File: config.mk
export PLATFORM = sky130hd
export DESIGN_NAME = proc_control
export DESIGN_NICKNAME = d
export VERILOG_FILES = /design/src/rtl/proc_control_pkg.sv /design/src/rtl/proc_control_dec3to8.sv /design/src/rtl/proc_control.sv
export SDC_FILE = /design/constraint.sdc
export NUM_CORES = 1
export LEC_CHECK = 0
export BUFFER_PORTS_ARGS = -buffer_cell sky130_fd_sc_hd__buf_2
export CAP_MARGIN = 5
export CORE_MARGIN = 5
export CORE_UTILIZATION = 47
export DETAILED_ROUTE_END_ITERATION = 10
export GPL_ROUTABILITY_DRIVEN = 0
export PLACE_DENSITY = 0.83
export SYNTH_ARGS = -nofsm -noshare
export SYNTH_HDL_FRONTEND = slang
export SYNTH_SLANG_ARGS = --single-unit
File: constraint.sdc
create_clock -name Clock -period 2.3 [get_ports Clock]
set_input_delay 0 -clock Clock [delete_from_list [all_inputs] [get_ports Clock]]
set_output_delay 0 -clock Clock [all_outputs]
set_load 0.01 [all_outputs]
File: src/rtl/proc_control_pkg.sv
// proc_control_pkg
//   Shared definitions for the 9-bit multicycle processor control unit:
//   instruction width, opcode constants, the time-step state type and
//   instruction field helpers.
package proc_control_pkg;

   localparam int DW = 9;

   localparam logic [2:0] OP_MV   = 3'b000;
   localparam logic [2:0] OP_MVI  = 3'b001;
   localparam logic [2:0] OP_ADD  = 3'b010;
   localparam logic [2:0] OP_SUB  = 3'b011;
   localparam logic [2:0] OP_MVNZ = 3'b110;

   typedef enum logic [1:0] {
      T0 = 2'b00,
      T1 = 2'b01,
      T2 = 2'b10,
      T3 = 2'b11
   } tstep_t;

   function automatic logic [2:0] ir_op(input logic [DW-1:0] ir);
      return ir[8:6];
   endfunction

   function automatic logic [2:0] ir_x(input logic [DW-1:0] ir);
      return ir[5:3];
   endfunction

   function automatic logic [2:0] ir_y(input logic [DW-1:0] ir);
      return ir[2:0];
   endfunction

endpackage

File: src/rtl/proc_control_dec3to8.sv
// dec3to8
//   3-to-8 register decoder. Register index k sets bit 7-k of Y when En=1.
// Ports
//   W  in  3  register index
//   En in  1  decoder enable
//   Y  out 8  one-hot select (all zero when En=0)
module dec3to8 (
   input  logic [2:0] W,
   input  logic       En,
   output logic [7:0] Y
);

   always_comb begin
      Y = '0;
      if (En) Y[3'd7 - W] = 1'b1;
   end

endmodule

File: src/rtl/proc_control.sv
// proc_control
//   Control unit of the 9-bit multicycle processor. Captures the
//   instruction word from DIN, steps through T0..T3 and decodes the
//   datapath control lines from the current step and IR.
// Ports
//   Clock, Resetn          clock (rising edge), async active-low reset
//   Run                    start request, only looked at in T0
//   DIN [DW-1:0]           instruction word / immediate
//   GNZ                    G-register non-zero flag (mvnz condition)
//   IR  [DW-1:0]           instruction register
//   IRin                   IR load enable
//   Rin/Rout [7:0]         register load / bus-drive one-hot (bit 7-k = Rk)
//   DINout, Gout           DIN / G drive the bus
//   Ain, Gin, AddSub       A load, G load, ALU subtract select
//   Done                   final step of the current instruction
//   Tstep [1:0]            current time step (debug visibility)
//
// Run/IRin handshake: Run is a level request. It is accepted on the rising
// edge ending any T0 cycle in which Run=1 (IRin=1 in that cycle); the
// instruction on DIN is captured on that same edge. Run is ignored in
// T1..T3, so there is no separate ready signal: Done marks the last step
// and the following cycle is T0, ready for the next request.
module proc_control
   import proc_control_pkg::*;
#(
   parameter int DW = proc_control_pkg::DW
) (
   input  logic          Clock,
   input  logic          Resetn,
   input  logic          Run,
   input  logic [DW-1:0] DIN,
   input  logic          GNZ,
   output logic [DW-1:0] IR,
   output logic          IRin,
   output logic [7:0]    Rin,
   output logic [7:0]    Rout,
   output logic          DINout,
   output logic          Gout,
   output logic          Ain,
   output logic          Gin,
   output logic          AddSub,
   output logic          Done,
   output logic [1:0]    Tstep
);

   tstep_t        tstep_q, tstep_d;
   logic [DW-1:0] ir_q, ir_d;

   logic [7:0] x_onehot, y_onehot;
   logic       rin_x, rout_x, rout_y;
   logic [2:0] op;

   dec3to8 u_dec_x (.W(ir_x(ir_q)), .En(1'b1), .Y(x_onehot));
   dec3to8 u_dec_y (.W(ir_y(ir_q)), .En(1'b1), .Y(y_onehot));

   assign op = ir_op(ir_q);

   always_comb begin
      tstep_d = tstep_q;
      IRin    = 1'b0;
      rin_x   = 1'b0;
      rout_x  = 1'b0;
      rout_y  = 1'b0;
      DINout  = 1'b0;
      Gout    = 1'b0;
      Ain     = 1'b0;
      Gin     = 1'b0;
      AddSub  = 1'b0;
      Done    = 1'b0;

      unique case (tstep_q)
         T0: begin
            // Gated so nothing is reported as accepted while held in reset.
            IRin = Run & Resetn;
            if (Run) tstep_d = T1;
         end
         T1: begin
            tstep_d = T0;
            case (op)
               OP_MV: begin
                  rout_y = 1'b1;
                  rin_x  = 1'b1;
                  Done   = 1'b1;
               end
               OP_MVI: begin
                  DINout = 1'b1;
                  rin_x  = 1'b1;
                  Done   = 1'b1;
               end
               OP_ADD, OP_SUB: begin
                  rout_x  = 1'b1;
                  Ain     = 1'b1;
                  tstep_d = T2;
               end
               OP_MVNZ: begin
                  rout_y = GNZ;
                  rin_x  = GNZ;
                  Done   = 1'b1;
               end
               default: Done = 1'b1;
            endcase
         end
         T2: begin
            rout_y  = 1'b1;
            Gin     = 1'b1;
            AddSub  = (op == OP_SUB);
            tstep_d = T3;
         end
         T3: begin
            Gout    = 1'b1;
            rin_x   = 1'b1;
            Done    = 1'b1;
            tstep_d = T0;
         end
         default: tstep_d = T0;
      endcase

      Rin  = x_onehot & {8{rin_x}};
      Rout = (x_onehot & {8{rout_x}}) | (y_onehot & {8{rout_y}});
      ir_d = IRin ? DIN : ir_q;
   end

   always_ff @(posedge Clock or negedge Resetn) begin
      if (!Resetn) begin
         tstep_q <= T0;
         ir_q    <= '0;
      end else begin
         tstep_q <= tstep_d;
         ir_q    <= ir_d;
      end
   end

   assign IR    = ir_q;
   assign Tstep = tstep_q;

endmodule

Yosys cells after proc, flatten, opt, wreduce, memory -nomap -nowiden
Index checks and enable logic that the tools add are counted.

storage, ports and cells
  flip-flop bits (word level) = 11
  input port bits = 13
  output and inout bits = 34
  logic and storage cells = 48

cells by class
  add/subtract/negate cells = 2
  order comparisons = 4
  equal/unequal tests = 8
  mux-type cells = 21
  bitwise logic cells = 5
  reductions and logical operators = 6

operator list
  operator                                                                             count
  8-bit bitwise AND                                                                    3
  1-bit two-way mux                                                                    11
  1-bit one-hot mux with 2 select lines                                                5
  3-bit by 4-bit < comparator with 1-bit output, second input constant                 2
  8-bit bitwise OR                                                                     1
  2-bit one-hot mux with 4 select lines                                                1
  1-bit demux with 3-bit select                                                        2
  3-bit by 2-bit == test with 1-bit output, second input constant                      2
  3-bit by 1-bit greater-or-equal comparator with 1-bit output, second input constant  2
  3-bit subtractor, first input constant                                               2
  2-bit == test, second input constant                                                 2
  2-bit two-way mux                                                                    2
  2-bit OR reduction                                                                   2
  3-bit by 1-bit == test with 1-bit output, second input constant                      1
  3-bit == test, second input constant                                                 1
  3-bit zero test                                                                      1
  2-bit by 1-bit == test with 1-bit output, second input constant                      1
  1-bit logical AND                                                                    2
  2-bit zero test                                                                      1
  2-bit != test, second input constant                                                 1
  1-bit bitwise AND                                                                    1

Logic depth before layout (Yosys ltp)
Gate-level depths: netlist of the first run.

  word-level depth = 7
  gate-level depth with buffers = 6
  mapped depth without buffers = 5

Hierarchy
From an unflattened synthesis of the first run, not the netlist that was laid out.

second synthesis, totals
  cells, all modules = 108
  area, all modules = 1,018.5 µm²

by module, submodules not included
  module              times used  cells an instance  area an instance (µm²)  sequential area each (µm²)
  proc_control        1           92                 827.0                   275.3
  dec3to8 at u_dec_y  1           8                  96.3                    0.0
  dec3to8 at u_dec_x  1           8                  95.1                    0.0

Worst setup path after synthesis of the first run
OpenSTA, ideal clock, no wires.

  path kind = reg-to-output
  from = reg tstep_q[0] (netlist: Tstep[0])
  to = out Rout[7]
  arrival time = 1.509 ns
  data required time = 2.300 ns
  path slack = 0.791 ns
  cell stages (with the launch flop) = 6
  buffers on the path = 0
  path through = dfrtp_1 inv_1 ha_1 nor3b_1 nand2_1 o21ai_0

between the ends
  longest elaborated chain between the ends = 4
  elaborated cells on any way between the ends = 7
  classes of those cells = eq/ne (2); mux (2); bitwise (3)

RTL lines
  item                                                                        line                 text
  start: declaration                                                          proc_control.sv:46   tstep_t tstep_q, tstep_d;
  start signal: assignment                                                    proc_control.sv:128  tstep_q <= tstep_d;
  2-bit == test or 2-bit by 1-bit == test with 1-bit output (tied branches)   proc_control.sv:71   unique case (tstep_q)
  1-bit one-hot mux with 2 select lines or 1-bit two-way mux (tied branches)  proc_control.sv:71
  8-bit bitwise AND                                                           proc_control.sv:119  Rout = (x_onehot & {8{rout_x}}) | (y_onehot & {8{rout_y}});
  8-bit bitwise OR *                                                          proc_control.sv:119
  end: declaration                                                            proc_control.sv:36   output logic [7:0] Rout,

Mark *: on every way between the ends. The rest lies on a longest branch, timed or not.

==> results_dict.tcl, run 1 <==
set metrics [dict create \
    max_slew_margin_pct 69.9 \
    vias 1011 \
    die_area_sq_um 2850 \
    clock_latency_ns 0.27 \
    setup_viol 0 \
    synthTopCellsByArea "dfrtp_1, mux2_2, ha_1" \
    dpl.hpwl_mm 1.93 \
    reg2reg_depth 4 \
    initial_core_util_pct 50.2 \
    path_clk_slew_ns 0.06 \
    ys_seq_area_share_pct 31.1 \
    fin_worst_skew_ns 0.00270 \
    drtPass1Iterations 4 \
    area_delta_synth_final_pct 41.8 \
    ys.flop_type "dfrtp_1" \
    grt_pass1_wl_mm 4.57 \
    yosysUniqueCellTypes 34 \
    die_height_um 53.4 \
    drc_errors 0 \
    p_switching_mw 0.815 \
    synth.net_count 114 \
    clkSinkCount 11 \
    p_comb_share_pct 62.1 \
    drt_iter0_markers 27 \
    yosysWarnings 0 \
    grt_pass1_vias 984 \
    grt_usage_pct 21.8 \
    drive_gt1_share_pct 42.9 \
    end_kind "output port" \
    start_kind "register" \
    dpl_worst_slack_ns 0.670 \
    p_total_mw 1.61 \
    grt_max_degree 13 \
    ioPinCount 47 \
    required_ns 2.30 \
    p_leak_nw 0.629 \
    arrival_ns 1.95 \
    antennaDiodeCount 0 \
    fin_crit_sh_pct 84.7 \
    viasPerCell 5.65 \
    cts_buffer_depth 2 \
    ctsRootBufferMaster "clkbuf_4" \
    seq_power_share_pct 29.8 \
    antenna_found_initial 0 \
    syn_inst 97 \
    syn_area_per_cell_sq_um 9.13 \
    min_to "Tstep[0]" \
    synth_edf_count 0 \
    crit_type "register to output port" \
    tns_ns 0 \
    core-area_sq_um 1760 \
    post-route-min-period_ns 1.95 \
    critPathMaxFanout 12 \
    synthDominantCellAreaShare_pct 31.1 \
    drt_wl_total_mm 2.64 \
    reg2reg_from "Tstep[0]" \
    worstMarginPinSlew_ns 0.451 \
    yosys.area.top_type "dfrtp_1" \
    slew_violations 0 \
    min_from "Run" \
    status "completed" \
    port_buffers 46 \
    hold_path.class "primary input to register" \
    finalNetCount 172 \
    post-route-worst-setup-slack_ns 0.351 \
    post_cts_resized 0 \
    cap_violations 0 \
    power_density_nw_per_um2 1280 \
    max_clock_freq_mhz 513 \
    rsz0062_at_grt "false" \
    r2r_end "IR[7]" \
    min_delay_path_depth 3 \
    synth_common_cells "dfrtp_1, mux2_2, o21ai_0" \
    synthArstFlopShare_pct 100 \
    cts_tree "yes" \
    r2r_slack_ns 0.80 \
    die_w_um 53.4 \
    yosys.cell_count.top_type "dfrtp_1" \
    cts_buffers 3 \
    ant_nets 0 \
    row_count 15 \
    htreeDepth 1 \
    overflow 0 \
    p_sw_share_pct 50.7 \
    utilization_pct 71.2 \
    ys_ff_latch 11 \
    postCtsSetupRepairBufs 0 \
    peakVddDrop_uv 907 \
    routedWlPerCell_um 14.7 \
    hold_viol 0 \
    syn_area_sq_um 886 \
    clkPwrFrac_pct 8.0 \
    p_int_mw 0.794 \
]
## how the worst max path moves through the flow
| stage | slack [ns] | from | to | depth (start not counted) |
|---|---|---|---|---|
| after CTS | 0.38 | Tstep[0] | Rout[5] | 6 |
| after detailed placement | 0.67 | Tstep[0] | Rout[5] | 6 |
| after global routing | 0.16 | Tstep[0] | Rout[5] | 6 |
| after floorplan | 0.79 | Tstep[0] | Rout[7] | 5 |
| after global placement | 0.76 | register | Rout[7] | 6 |
| final | 0.35 | register | Rout[2] | 6 |
## worst max-delay path, cell delays in order, from the launching register on
cell,delay [ns]
dfrtp_1,0.42
inv_1,0.10
ha_1,0.35
nor3b_2,0.35
nand2_1,0.10
o21ai_0,0.19
buf_2,0.17
## final cells by class
class	instances	area [sq um]
multi-input cells	77	571
fillers	149	508
repair buffers	56	330
flip-flops and latches	11	275
well taps	25	31.3
clock buffers	4	26.3
inverters	6	22.5
## registers in the layout, summed over array words and instances, names as in the netlist, named ones only
name,flops
IR,9
Tstep,1
## placed cells by master (no fill, tap or decap), drive strengths merged
cell and count:
o21ai 9, a21oi 1, a211oi 1, nand2b 2
nand4 4, dfrtp 11, or2b 1, and4b 1
dlygate4sd3 10, ha 4, and3b 2, nor4 2
a31oi 1, and3 3, nor2 6, a32oi 2
buf 46, nand3 1, mux2 10, and4bb 1
and2 1, nor2b 3, a21o 1, nor3b 2
a22oi 6, clkbuf 4, o21bai 1, nor3 6
inv 6, nand2 6
## layer usage
metal / track usage (%) / wire length, um / up-vias
li1: - / - / 476
met1: 23.8 / 989 / 484
met2: 40.4 / 1380 / 46
met3: 3.10 / 219 / 5
met4: 10.2 / 52 / 0
met5: 0 / 0 / -
## timing repair
action | in CTS | in global routing
endpoints found under the hold margin | 20 | 0
endpoints found under the setup margin | 0 | 0
hold buffers | 10 | 0
## cells by family (layout without fill, tap and decap cells)
family                   count (synthesis)  after routing  share of synthesized area, %
AND/OR/NAND/NOR                         41             41                          28.7
adder cells (fa/ha/maj)                  4              4                          5.65
multiplexers                            10             10                          12.7
buffers and inverters                    9             66                          4.52
AO/OA/AOI/OAI                           22             22                          17.4
flip-flops                              11             11                          31.1
## power by group through the flow
stage | clock, mW | sequential [mW] | combinational [mW]
floorplan | 0 | 0.454 | 0.677
global placement | 0 | 0.465 | 0.945
detailed placement | 0 | 0.474 | 0.977
CTS | 0.131 | 0.472 | 0.991
global route | 0.145 | 0.502 | 1.11
finish | 0.129 | 0.480 | 0.999
## metrics by stage
stage / cells / instance area (sq um) / hold WS (ns)
6_report: 179 / 1260 / 0.0579
5_1_grt: 179 / 1260 / 0.0760
4_1_cts: 179 / 1260 / 0.0585
3_5_place_dp: 165 / 1130 / -0.118
3_3_place_gp: 165 / 1130 / -0.117
2_1_floorplan: 97 / 886 / -0.296
Note: power is estimated with default switching activity, not from simulation.
==> inputs of run 2 (changes only) <==
- ABC_AREA: unset -> 1
- CORE_UTILIZATION: 47 -> 43
- PLACE_DENSITY: 0.83 -> 0.78
- clock period: 2.3 -> 1.8 ns (I/O delays scaled with it)
==> run 2 against run 1 <==
Net effect: final area down 2.8%; global-route usage fell by 5.0 points; critical path depth unchanged; final cell count rose by 15%; synthesized cell count increased by 25%; die area grew 2.2%; sequential share of layout area rose by 0.63 points; combinational power is 19% higher; hold slack lost 0.026 ns; worst setup slack lost 0.21 ns; clock skew about the same; critical path type unchanged; clock power increased by 24%.
==> results_dict.tcl, run 2 <==
set metrics [dict create \
    instances_no_fill 205 \
    core-area_sq_um 1900 \
    end_kind "output port" \
    yosys.area.top_type "dfrtp_1" \
    ys_seq_area_share_pct 33.1 \
    cts_buffers 3 \
    cts_tree "yes" \
    ys.flop_type "dfrtp_1" \
    row_count 16 \
    crit_buf_inv 2 \
    multi_input_area_sq_um 492 \
    hold_viol 0 \
    hold_path.class "primary input to register" \
    synth.net_count 138 \
    reg2reg_depth 6 \
    final_common_cell "buf_2" \
    overflow 0 \
    r2r_slack_ns 0.46 \
    grt_usage_pct 16.8 \
    arrival_ns 1.66 \
    fin_area_sq_um 1220 \
    fillCellCount 175 \
    clkPwrFrac_pct 8.5 \
    post-route-min-period_ns 1.66 \
    fin_crit_sh_pct 92.2 \
    drc_errors 0 \
    syn_area_sq_um 832 \
    antennaDiodeCount 0 \
    min_to "Tstep[0]" \
    ioPinCount 47 \
    slew_violations 0 \
    yosysUniqueCellTypes 20 \
    syn_inst 121 \
    setup_viol 0 \
    ant_nets 0 \
    syn_area_per_cell_sq_um 6.88 \
    antenna_found_initial 0 \
    p_leak_nw 0.721 \
    status "completed" \
    synth_common_cells "nand2_1, inv_1, nand3_1" \
    clkSinkCount 11 \
    critical_path.slowest_cell "dfrtp_1" \
    grt_pass1_wl_mm 3.62 \
    rsz0062_at_grt "false" \
    peakVddDrop_uv 766 \
    viasPerCell 4.94 \
    reg2reg_from "Tstep[0]" \
    path_clk_slew_ns 0.06 \
    tns_ns 0 \
    critPathMaxFanout 8 \
    r2r_end "IR[0]" \
    p_switching_mw 1.01 \
    synthDominantCellAreaShare_pct 33.1 \
    die_w_um 54.0 \
    finalNetCount 196 \
    power_density_nw_per_um2 1550 \
    fin_worst_skew_ns 0.00245 \
    port_buffers 46 \
    p_total_mw 1.90 \
    drtPass1Iterations 4 \
    synth_edf_count 0 \
    max_slew_margin_pct 78.1 \
    drt_wl_total_mm 2.37 \
    cp_top_family "simple AND/OR/NAND/NOR gates" \
    area_delta_synth_final_pct 46.8 \
    crit_type "register to output port" \
    required_ns 1.80 \
    yosysWarnings 0 \
    ff_latch_area_sq_um 275 \
    initial_core_util_pct 43.8 \
    drive_gt1_share_pct 32.6 \
    die_area_sq_um 2910 \
    seq_power_share_pct 28.6 \
    path_cells "inv_1 -> ha_2 -> nand2_1 -> nand3_1 -> nor3b_1 -> buf_2" \
    ctsRootBufferMaster "clkbuf_4" \
    start_kind "register" \
    cap_violations 0 \
    max_clock_freq_mhz 603 \
    cpPeakStageDelay_ns 0.41 \
    largest_reg_flops 9 \
    die_height_um 54.0 \
    synthTopCellsByArea "dfrtp_1, nand2_1, nand3_1" \
    min_delay_path_depth 3 \
    grt_pass1_vias 859 \
    grt_max_degree 19 \
    final_cell_mix "buf_2, nand2_1, inv_1, nand3_1, dfrtp_1" \
    dp.cells 191 \
    vias 1012 \
    place_area_sq_um 1080 \
    p_sw_share_pct 53.2 \
    p_int_mw 0.888 \
    worstMarginPinSlew_ns 0.328 \
    clock_latency_ns 0.26 \
    min_from "Run" \
    routedWlPerCell_um 11.6 \
    drt_iter0_markers 15 \
    ys_ff_latch 11 \
    dpl.hpwl_mm 1.84 \
    cts_buffer_depth 2 \
    p_comb_share_pct 62.9 \
    synthArstFlopShare_pct 100 \
    yosys.cell_count.top_type "nand2_1" \
    htreeDepth 1 \
]
[run 2: cell types whose count changed after synthesis, sizes merged, moves of 2 or more]
| cell | previous run | this run |
|---|---|---|
| nand2 | 6 | 32 |
| nand3 | 1 | 15 |
| inv | 6 | 17 |
| mux2 | 10 | 0 |
| a22oi | 6 | 0 |
| nor2b | 3 | 0 |
| nor3 | 6 | 9 |
| a32oi | 2 | 0 |
| and3b | 2 | 0 |
| nand2b | 2 | 0 |
| nor3b | 2 | 4 |
| nor4 | 2 | 0 |
[run 2: power groups by stage]
stage,sequential (mW),clock [mW],combinational [mW]
floorplan,0.554,0,0.739
global placement,0.533,0,1.13
detailed placement,0.539,0,1.15
CTS,0.535,0.165,1.17
global route,0.572,0.171,1.32
finish,0.543,0.160,1.19
[run 2: per-layer routing]
metal  routed length [um]  GRT usage, %  share of wire [%]
met1                 1030          21.2                 43
met2                 1130          27.8                 47
met3                  173          1.66                7.3
met4                   45          9.54                1.9
met5                    0             0                  0
[run 2: tightest hold or removal path: cells and delay by family]
family                 cells  cell delay, ns
buffers and inverters      2            0.16
AO/OA/AOI/OAI              1            0.09
[run 2: layout make-up]
class	instances	area share, %
Clock buffer	4	2.15
Inverter	17	5.23
Multi-Input combinational cell	90	40.3
Sequential cell	11	22.5
Tap cell	27	2.77
Timing Repair Buffer	56	27.0
[run 2: timing repair]
| item | CTS | global route |
|---|---|---|
| gates resized for setup | 0 | 3 |
| setup buffers | 0 | 0 |
| setup endpoints to repair | 0 | 4 |
| endpoints found under the hold margin | 20 | 0 |
| hold buffers | 10 | 0 |
[run 2: cells by family (layout without fill, tap and decap cells)]
kind of cell | count (synthesis) | count (layout) | synth area share (%)
compound gates | 11 | 11 | 6.77
flops | 11 | 11 | 33.1
simple gates | 75 | 75 | 44.8
buf+inv | 20 | 77 | 9.32
fa+ha+maj | 4 | 4 | 6.02
[run 2: worst max-delay path by stage]
stage / cells after the start / endpoint
2_1_floorplan: 6 / IR[3]
3_3_place_gp: 7 / Rout[5]
3_5_place_dp: 7 / Rout[5]
4_1_cts: 7 / Rout[5]
5_1_grt: 6 / Rin[2]
6_report: 6 / Rin[2]
[run 2: through the flow]
step | hold WS, ns | worst slack, ns | util, %
finish | 0.0317 | 0.141 | 64.2
floorplan | -0.296 | 0.436 | -
CTS | 0.0237 | 0.129 | 63.6
global route | 0.0382 | 0.00795 | 64.2
global placement | -0.127 | 0.460 | 56.9
detailed placement | -0.122 | 0.419 | 56.9
==> inputs of run 3 (changes only) <==
- CORE_UTILIZATION: 43 -> 39
- PLACE_DENSITY: 0.78 -> 0.75
- SETUP_SLACK_MARGIN: unset -> 0.2
- clock period: 1.8 -> 1.5 ns (I/O delays scaled with it)
==> run 3 against run 2 <==
Net effect: the run now ends with negative setup slack left; critical path type unchanged; flip-flop and latch count unchanged; power is 54% higher; final cell count is 6.3% higher; final area is 21% higher; critical endpoint is now Rout[4]; clock-buffer cell count fell by 1; non-clock buffer count rose by 13; hold slack better by 0.043 ns.
==> results_dict.tcl, run 3 (same netlist as run 2, synthesis figures left out) <==
set metrics [dict create \
    status "finished with violations" \
    failed_checks "negative setup slack" \
    end_kind "output port" \
    peakVddDrop_uv 1310 \
    htreeDepth 1 \
    path_clk_slew_ns 0.07 \
    grt_usage_pct 18.8 \
    die_height_um 56.2 \
    hold_path.class "primary input to register" \
    post-route-min-period_ns 1.52 \
    cap_violations 0 \
    rsz0062_at_grt "true" \
    ctsRootBufferMaster "clkbuf_4" \
    grt_max_degree 13 \
    cts_buffers 3 \
    post-route-worst-setup-slack_ns -0.0158 \
    cts_tree "yes" \
    area_delta_synth_final_pct 77.7 \
    final_common_cell "buf_2" \
    min_delay_path_depth 4 \
    fin_worst_skew_ns 0.000753 \
    initial_core_util_pct 41.6 \
    drtPass1Iterations 4 \
    drive_gt1_share_pct 50.3 \
    antennaDiodeCount 0 \
    overflow 0 \
    grt_pass1_wl_mm 4.85 \
    routed-wl-met2_mm 1.47 \
    start_kind "register" \
    drt-met1-wl_mm 1.20 \
    setup_viol 5 \
    drt_iter0_markers 22 \
    p_leak_nw 0.806 \
    hold_viol 0 \
    slew_violations 0 \
    vias 1137 \
    largest_reg_flops 9 \
    port_buffers 46 \
    drt_wl_total_mm 2.99 \
    cts_buffer_depth 2 \
    required_ns 1.50 \
    drc_errors 0 \
    antenna_found_initial 0 \
    final_cell_mix "buf_2, nand2_1, nand3_1" \
    utilization_pct 73.9 \
    die_area_sq_um 3160 \
    die_w_um 56.2 \
    place_area_sq_um 1080 \
    crit_type "register to output port" \
    fin_crit_sh_pct 101 \
    row_count 16 \
    reg2reg_depth 6 \
    topRoutingLayerUsed "met4" \
    arrival_ns 1.52 \
    dpl.hpwl_mm 1.96 \
    max_slew_margin_pct 77.9 \
    grt_pass1_vias 1109 \
    finalNetCount 209 \
    wl_met3_um 247 \
    core-area_sq_um 2000 \
    ioPinCount 47 \
    ant_nets 0 \
    worstMarginPinSlew_ns 0.331 \
    viasPerCell 5.22 \
    power_density_nw_per_um2 1970 \
    routedWlPerCell_um 13.7 \
    fin_area_sq_um 1480 \
    clock_latency_ns 0.27 \
    max_clock_freq_mhz 660 \
    critPathMaxFanout 9 \
    clkSinkCount 11 \
]
==> run 3: changes by cell type in the layout (fill, tap and decap cells not counted), sizes merged <==
| cell | previous run | this run |
|---|---|---|
| buf | 46 | 59 |
| clkbuf | 4 | 3 |
| clkinv | 0 | 1 |
==> run 3: metrics by stage <==
stage | total power, mW | TNS, ns | hold slack (ns) | std cells | worst slack (ns)
after floorplan | 1.56 | 0 | -0.296 | 121 | 0.205
after global placement | 2.02 | 0 | -0.120 | 191 | 0.210
after detailed placement | 2.06 | 0 | -0.116 | 191 | 0.166
after CTS | 2.67 | 0 | 0.0481 | 216 | 0.0399
after global routing | 3.13 | -0.899 | 0.0902 | 218 | -0.0854
final | 2.92 | -0.0447 | 0.0742 | 218 | -0.0158
==> run 3: what timing repair did <==
| item | in CTS | in global routing |
|---|---|---|
| pin swaps | 5 | 5 |
| endpoints found under the setup margin | 28 | 29 |
| gates resized for setup | 24 | 26 |
| buffers inserted | 11 | 1 |
| endpoints found under the hold margin | 20 | 0 |
| hold buffers | 10 | 0 |
| gates cloned | 0 | 1 |
==> run 3: worst paths after layout <==
kind | startpoint | to | slack [ns]
worst min register to register | IR[8] | IR[8] | 0.69
max in group asynchronous | Resetn | Tstep[0] | 1.13
worst max register to register | IR[7] | register | 0.22
worst min-delay path | Run | IR[8] | 0.07
worst max-delay path | IR[7] | Rout[4] | -0.02
min in group asynchronous | Resetn | IR[8] | 0.13
==> run 3: layout make-up <==
class | count | area (sq um)
Clock buffer | 3 | 22.5
Tap cell | 27 | 33.8
Timing Repair Buffer | 69 | 458
Multi-Input combinational cell | 90 | 611
Inverter | 17 | 71.3
Sequential cell | 11 | 278
Clock inverter | 1 | 5.00
Fill cell | 146 | 523
==> run 3: worst max-delay path: stages (launching register included) <==
cell and delay, ns:
dfrtp_1 0.41, inv_2 0.08, or2_4 0.27, nor2_8 0.17, nand4_1 0.10, nand2_1 0.09, buf_2 0.13
==> run 3: where the power goes <==
part | switching (mW) | leakage (nW) | internal (mW) | total [mW]
clock network | 0.101 | 0.0177 | 0.0987 | 0.200
logic | 1.15 | 0.654 | 0.865 | 2.01
registers | 0.264 | 0.134 | 0.445 | 0.709
total | 1.51 | 0.806 | 1.41 | 2.92
==> run 3: per-layer routing <==
metal | up-vias | track usage, %
met5 | - | 0
met4 | 0 | 11.5
met3 | 12 | 3.71
met2 | 64 | 30.1
met1 | 520 | 22.9
li1 | 541 | -
